==> config.mk <==
export PLATFORM = sky130hd
export DESIGN_NAME = keypad_entry_buffer
export DESIGN_NICKNAME = d
export VERILOG_FILES = /design/src/rtl/keypad_entry_buffer.sv
export SDC_FILE = /design/constraint.sdc
export NUM_CORES = 1
export LEC_CHECK = 0
export CAP_MARGIN = 0
export CORE_UTILIZATION = 45
export DETAILED_ROUTE_END_ITERATION = 16
export PLACE_DENSITY = 0.74
export SLEW_MARGIN = 40
export SYNTH_ARGS = -nofsm -noshare
export SYNTH_HDL_FRONTEND = slang
export SYNTH_SLANG_ARGS = --single-unit
==> constraint.sdc <==
create_clock -name clk -period 2.6 [get_ports clk]
set_input_delay 0.39 -clock clk [delete_from_list [all_inputs] [get_ports clk]]
set_output_delay 0.39 -clock clk [all_outputs]
set_load 0.1 [all_outputs]
==> src/rtl/keypad_entry_buffer.sv <==
// Keypad entry buffer: turns each debounced key press into exactly one action
// on an N-digit shift-in buffer with clear/backspace/enter, plus a commit port.
module keypad_entry_buffer #(
    parameter int         NUM_DIGITS = 4,
    parameter int         REL_CYCLES = 16,
    parameter int         DEC_ONLY   = 0,
    parameter logic [3:0] KEY_ENTER  = 4'hE,
    parameter logic [3:0] KEY_CLEAR  = 4'hC,
    parameter logic [3:0] KEY_BACK   = 4'hB
) (
    input  logic                              clk,
    input  logic                              rst,
    input  logic                              key_active,
    input  logic                              key_valid,
    input  logic [3:0]                        key_code,
    output logic [4*NUM_DIGITS-1:0]           buf_data,
    output logic [NUM_DIGITS-1:0]             buf_en,
    output logic [$clog2(NUM_DIGITS+1)-1:0]   count,
    output logic [4*NUM_DIGITS-1:0]           commit_data,
    output logic                              commit_valid,
    output logic                              reject
);
    localparam int DW = 4 * NUM_DIGITS;
    localparam int CW = $clog2(NUM_DIGITS + 1);
    localparam int RW = $clog2(REL_CYCLES + 1);

    typedef enum logic [1:0] {S_IDLE, S_ACTION, S_WAIT_REL} state_t;

    state_t            r_state,  w_state_nxt;
    logic [3:0]        r_code,   w_code_nxt;
    logic [RW-1:0]     r_rel,    w_rel_nxt;
    logic [DW-1:0]     r_buf,    w_buf_nxt;
    logic [NUM_DIGITS-1:0] r_en, w_en_nxt;
    logic [CW-1:0]     r_cnt,    w_cnt_nxt;
    logic [DW-1:0]     r_commit, w_commit_nxt;
    logic              r_cv,     w_cv_nxt;
    logic              r_rej,    w_rej_nxt;

    always_comb begin
        w_state_nxt  = r_state;
        w_code_nxt   = r_code;
        w_rel_nxt    = r_rel;
        w_buf_nxt    = r_buf;
        w_en_nxt     = r_en;
        w_cnt_nxt    = r_cnt;
        w_commit_nxt = r_commit;
        w_cv_nxt     = 1'b0;
        w_rej_nxt    = 1'b0;
        case (r_state)
            S_IDLE: begin
                w_rel_nxt = '0;
                if (key_active && key_valid) begin
                    w_code_nxt  = key_code;
                    w_state_nxt = S_ACTION;
                end
            end
            S_ACTION: begin
                w_state_nxt = S_WAIT_REL;
                w_rel_nxt   = '0;
                // Function codes win over DEC_ONLY filtering; CLEAR > BACK > ENTER.
                if (r_code == KEY_CLEAR) begin
                    w_buf_nxt = '0;
                    w_en_nxt  = '0;
                    w_cnt_nxt = '0;
                end else if (r_code == KEY_BACK) begin
                    if (r_cnt != '0) begin
                        w_buf_nxt = r_buf >> 4;
                        w_en_nxt  = r_en >> 1;
                        w_cnt_nxt = r_cnt - CW'(1);
                    end else begin
                        w_rej_nxt = 1'b1;
                    end
                end else if (r_code == KEY_ENTER) begin
                    if (r_cnt != '0) begin
                        w_commit_nxt = r_buf;
                        w_cv_nxt     = 1'b1;
                        w_buf_nxt    = '0;
                        w_en_nxt     = '0;
                        w_cnt_nxt    = '0;
                    end else begin
                        w_rej_nxt = 1'b1;
                    end
                end else if ((DEC_ONLY != 0) && (r_code > 4'd9)) begin
                    w_rej_nxt = 1'b1;
                end else if (r_cnt == CW'(NUM_DIGITS)) begin
                    w_rej_nxt = 1'b1;
                end else begin
                    w_buf_nxt = (r_buf << 4) | DW'(r_code);
                    w_en_nxt  = (r_en << 1) | NUM_DIGITS'(1);
                    w_cnt_nxt = r_cnt + CW'(1);
                end
            end
            S_WAIT_REL: begin
                // Any activity restarts the release window; presses here are dropped.
                if (key_active) begin
                    w_rel_nxt = '0;
                end else if (r_rel == RW'(REL_CYCLES - 1)) begin
                    w_rel_nxt   = '0;
                    w_state_nxt = S_IDLE;
                end else begin
                    w_rel_nxt = r_rel + RW'(1);
                end
            end
            default: w_state_nxt = S_IDLE;
        endcase
    end

    always_ff @(posedge clk) begin
        if (rst) begin
            r_state  <= S_IDLE;
            r_code   <= '0;
            r_rel    <= '0;
            r_buf    <= '0;
            r_en     <= '0;
            r_cnt    <= '0;
            r_commit <= '0;
            r_cv     <= 1'b0;
            r_rej    <= 1'b0;
        end else begin
            r_state  <= w_state_nxt;
            r_code   <= w_code_nxt;
            r_rel    <= w_rel_nxt;
            r_buf    <= w_buf_nxt;
            r_en     <= w_en_nxt;
            r_cnt    <= w_cnt_nxt;
            r_commit <= w_commit_nxt;
            r_cv     <= w_cv_nxt;
            r_rej    <= w_rej_nxt;
        end
    end

    assign buf_data     = r_buf;
    assign buf_en       = r_en;
    assign count        = r_cnt;
    assign commit_data  = r_commit;
    assign commit_valid = r_cv;
    assign reject       = r_rej;
endmodule

Word level (Yosys, flattened, before mapping)
Cells that the tools add are included.
{"block": "totals", "register_bits": 52, "latchBits": 0, "mem_bits_rw": 0, "mem_bits_ro": 0, "inputBits": 8, "out_inout_bits": 41, "elab_cells": 71, "n_memories": 0}
{"block": "classes", "addsub": 3, "n_mul": 0, "n_div": 0, "magnitude_cmp": 0, "eq_ne": 13, "n_shift": 0, "n_mux": 30, "bitwise": 5, "n_reduce_logical": 11}
{"operator": "$mux W16", "n": 6}
{"operator": "$mux W4", "n": 6}
{"operator": "$mux W3", "n": 6}
{"operator": "$or A16 B4 Y16", "n": 1}
{"operator": "$eq A4 B4 Y1 const B", "n": 3}
{"operator": "$mux W5", "n": 2}
{"operator": "$pmux W5 S2", "n": 1}
{"operator": "$mux W2", "n": 3}
{"operator": "$ne A2 B2 Y1 const B", "n": 3}
{"operator": "$ne A3 B2 Y1 const B", "n": 2}
{"operator": "$pmux W2 S3", "n": 1}
{"operator": "$add A5 B1 Y5 const B", "n": 1}
{"operator": "$eq A5 B4 Y1 const B", "n": 1}
{"operator": "$mux W1", "n": 5}
{"operator": "$reduce_and A5 Y1", "n": 1}
{"operator": "$reduce_or A5 Y1", "n": 1}
{"operator": "$ne A4 B4 Y1 const B", "n": 1}
{"operator": "$not A1 Y1", "n": 4}
{"operator": "$reduce_and A4 Y1", "n": 1}
{"operator": "$add A3 B1 Y3 const B", "n": 1}
{"operator": "$eq A3 B3 Y1 const B", "n": 1}
{"operator": "$reduce_and A3 Y1", "n": 1}
{"operator": "$reduce_bool A3 Y1", "n": 1}
{"operator": "$reduce_or A3 Y1", "n": 1}
{"operator": "other kinds (8)", "n": 8}

Depth between registers and ports, before layout
{"block": "logic_depth", "depth_word": 5, "ltp_mapped": 8, "depth_no_buf": 6}

Worst setup path after synthesis
Ideal clock, no wire load.
{"block": "synth_path", "path_type": "reg2reg", "start": "register r_cnt[2], in the netlist count[2]", "end": "register r_buf[4], in the netlist buf_data[4]", "setup_time_ns": 0.134, "arrival_ns": 2.225, "required_ns": 2.466, "path_slack_ns": 0.241, "stages_incl_launch_ff": 7, "n_path_buf": 2, "synth_period_minus_slack_ns": 2.359, "path_cell_list": "dfxtp_1 -> nand2_1 -> or3_1 -> buf_6 -> buf_6 -> a21oi_1 -> a211oi_1"}
{"block": "synth_between", "elab_chain_len": 3, "elab_cells_between_ends": 6, "classes_between": "4 x eq/ne; 2 x reduce/logical"}
{"element": "start, declared", "line_no": "34", "text": "logic [CW-1:0] r_cnt, w_cnt_nxt;"}
{"element": "start signal, assigned", "line_no": "125", "text": "r_cnt <= w_cnt_nxt;"}
{"element": "$eq A3 B3 Y1 / $reduce_bool A3 Y1 (equally long branches)", "line_no": "85, 66, 74"}
{"element": "$ne A4 B4 Y1 (no line) / $ne A3 B2 Y1 (equally long branches)"}
{"element": "$reduce_and A4 Y1 (no line) (*)"}
{"element": "end signal, assigned", "line_no": "123", "text": "r_buf <= w_buf_nxt;"}
{"element": "end, declared", "line_no": "32", "text": "logic [DW-1:0] r_buf, w_buf_nxt;"}
Every way passes the cells marked *; elsewhere a longest branch is shown, timed or not.
A chain may end at the register's enable or synchronous reset.

Worst setup path in the final report
{"block": "layout_path", "start": "register r_cnt[0], in the netlist count[0]", "end": "register r_buf[4], in the netlist buf_data[4]"}
The elaborated chain is that of the path after synthesis.

==> metrics <==
Post-CTS Setup Bufs=0; Synth area leader=dfxtp_1; Final Setup Violations=0; Psw=0.453 mW; top post-synthesis cells by area=dfxtp_1 (45%), a21oi_1 (9.1%), nand2_1 (6.2%); Synth Area per Inst=8.78 µm²; Leak=1.00 nW; DRC viols=0; Initial DRC Count=174; final hold vios=0; sw frac=0.280; clk_lat worst skew=0.31 ns; Post-Syn Nets=274; final layout net count=312; post-synthesis sequential area ratio=0.452; Yosys top cell area share=0.452; worst clock skew=0.00857 ns; library cells used by synthesis=44; CTS H-tree lvls=2; crit end category=flip-flop; achievable frequency=498 MHz; Die Ht=73.5 µm; MaxCap Viol Count=0; initial antenna violation count=0; Initial Utilization=0.478; drt total wl=5.39 mm; core area=4820 µm²; Worst Path Arrival=2.24 ns; outcome=complete, no violations; Slew @ Worst Pin=0.707 ns; overall routing resource usage=0.212; vias post-DR=2057; Critical Path RT=2.83 ns; Die Wd=73.5 µm; flops & latches, synth=52; Clk pwr share=0.338; Die Area=5400 µm²; Logic pwr share=0.140; first-pass detailed-route iteration total=4; Tot Pwr=1.62 mW; Final Non-Filler Cells=368; Post-DP Area=2690 µm²; cell count after synthesis=262; Layout Cell Area excl Fill=2790 µm²; share of total power in sequential cells=0.522; proportion of layout cells with a drive suffix above 1=0.203; Final Max Tran Viols=0; Bufs on Longest Clock Path=2; PwrDens=579 nW/µm²; kind of critical path=flip-flop to flip-flop; Rel. slew slack=0.525; Layout area overhead=21.4%; vias in the first global route=1789; Int Power=1.16 mW; first-pass GRT wire length=8.69 mm; synth warn=0; Crit Path Max Fanout=18; CP startpoint kind=flip-flop; Mapped Area=2300 µm²; gpl congestion=0.832; CTS tree=yes; clk slew on worst S/H paths=0.09 ns; Cell Count Post-Placement=360; clock sink total=52; Num CTS Buffers=5; Post-Route Setup TNS=0 ns; Cell Rows=25; post-detailed-route count of antenna-violating nets=0; Hold/Removal Path Class=flip-flop to flip-flop; Max IR drop VDD=0.000246 V; cts repair resizes=0; I/O pins=49; min cycle time layout=2.01 ns; pin count of the biggest net entering global routing=40; Via-to-Cell Ratio=5.59; Buffers on Ports=48; unrepaired setup endpoints after global routing=no; Root Buffer=clkbuf_8; total congestion overflow=0; Routed WL per cell=14.7 µm; half-perimeter wire length after detailed placement=3.62 mm; fin crit share=0.773; # diodes=0; Fin Hold WS=0.458 ns; CTS hold repair buffers=0
## Yosys cell counts, drive strengths merged
library cell  count
a211oi           16
a21boi            1
a21oi            43
a22oi            14
a311oi            1
a31o              1
a32oi             1
a41oi             1
and2b             1
and3b             1
and4              1
and4b             2
buf              14
clkbuf            8
dfxtp            52
ha                4
inv               3
mux2              1
mux2i             4
nand2            38
nand2b            4
nand3             4
nand3b            1
nand4             6
nand4b            1
nor2             15
nor3              5
nor3b             1
nor4              2
nor4bb            1
o21ai             7
o21ba             1
o221ai            1
o31a              1
o31ai             2
or3               1
xnor2             2
## cell usage in the layout (no fill, tap or decap), types with 5 or more instances in the layout
cell type,n
a211oi_1,16
a21oi_1,42
a22oi_1,14
buf_4,45
clkbuf_8,5
clkdlybuf4s50_1,7
dfxtp_1,52
nand2_1,38
nand4_1,6
nor2_1,13
o21ai_0,7
## critical path, cell delays in order (launching register included)
cell	delay, ns
dfxtp_1	0.39
inv_1	0.08
ha_1	0.23
nand2_1	0.27
or3_1	0.57
a21oi_1	0.15
a211oi_1	0.23
## layer usage
layer  GRT usage  wire, µm  vias to the layer above
met1       0.289      2490                      957
li1            -         -                     1029
met2       0.318      2510                       59
met3      0.0494       268                       12
met5           0         0                        -
met4      0.0962       123                        0
## state kept, by name, indices dropped and copies added, names as in the netlist
name / count
buf_data: 16
commit_data: 16
r_rel: 5
buf_en: 4
r_code: 4
count: 3
r_state: 2
commit_valid: 1
reject: 1
## power groups by stage
stage,Combinational (mW),Clock (mW),Sequential [mW]
final,0.227,0.547,0.844
after global routing,0.240,0.579,0.848
after CTS,0.227,0.558,0.843
after detailed placement,0.226,0,0.862
after global placement,0.225,0,0.862
after floorplan,0.0820,0,0.951
## final cells by class
cell class                 instances  area [µm²]
timing repair buffer              53         428
multi-input combinational        185        1120
clock inverter                     2        35.0
sequential                        52        1040
clock buffer                       6        72.6
inverter                           3        11.3
tap                               67        83.8
fill                             469        2020
## stage by stage
stage | worst slack, ns | utilization
6_report | 0.590 | 0.580
5_1_grt | 0.430 | 0.580
4_1_cts | 0.607 | 0.580
3_5_place_dp | 0.626 | 0.558
3_3_place_gp | 0.647 | 0.558
2_1_floorplan | 0.241 | -
## path summary, 6_finish.rpt
path	slack (ns)	endpoint	depth (start not counted)	from
setup / recovery	0.59	buf_data[4]	6	count[0]
hold / removal	0.46	commit_data[3]	2	commit_data[3]
setup reg to reg	0.59	buf_data[4]	6	count[0]
hold reg to reg	0.46	commit_data[3]	2	commit_data[3]
## logic make-up (layout without fill, tap and decap cells)
logic type	count (synthesis)	after routing	share of synthesized area
AND/OR/NAND/NOR	84	84	0.185
flip-flops	52	52	0.452
buffers and inverters	25	64	0.0598
adder cells (fa/ha/maj)	4	4	0.0218
multiplexers	5	5	0.0223
AO/OA/AOI/OAI	90	90	0.251
XOR/XNOR	2	2	0.00761
No activity file was read; power rests on OpenSTA's default activity.
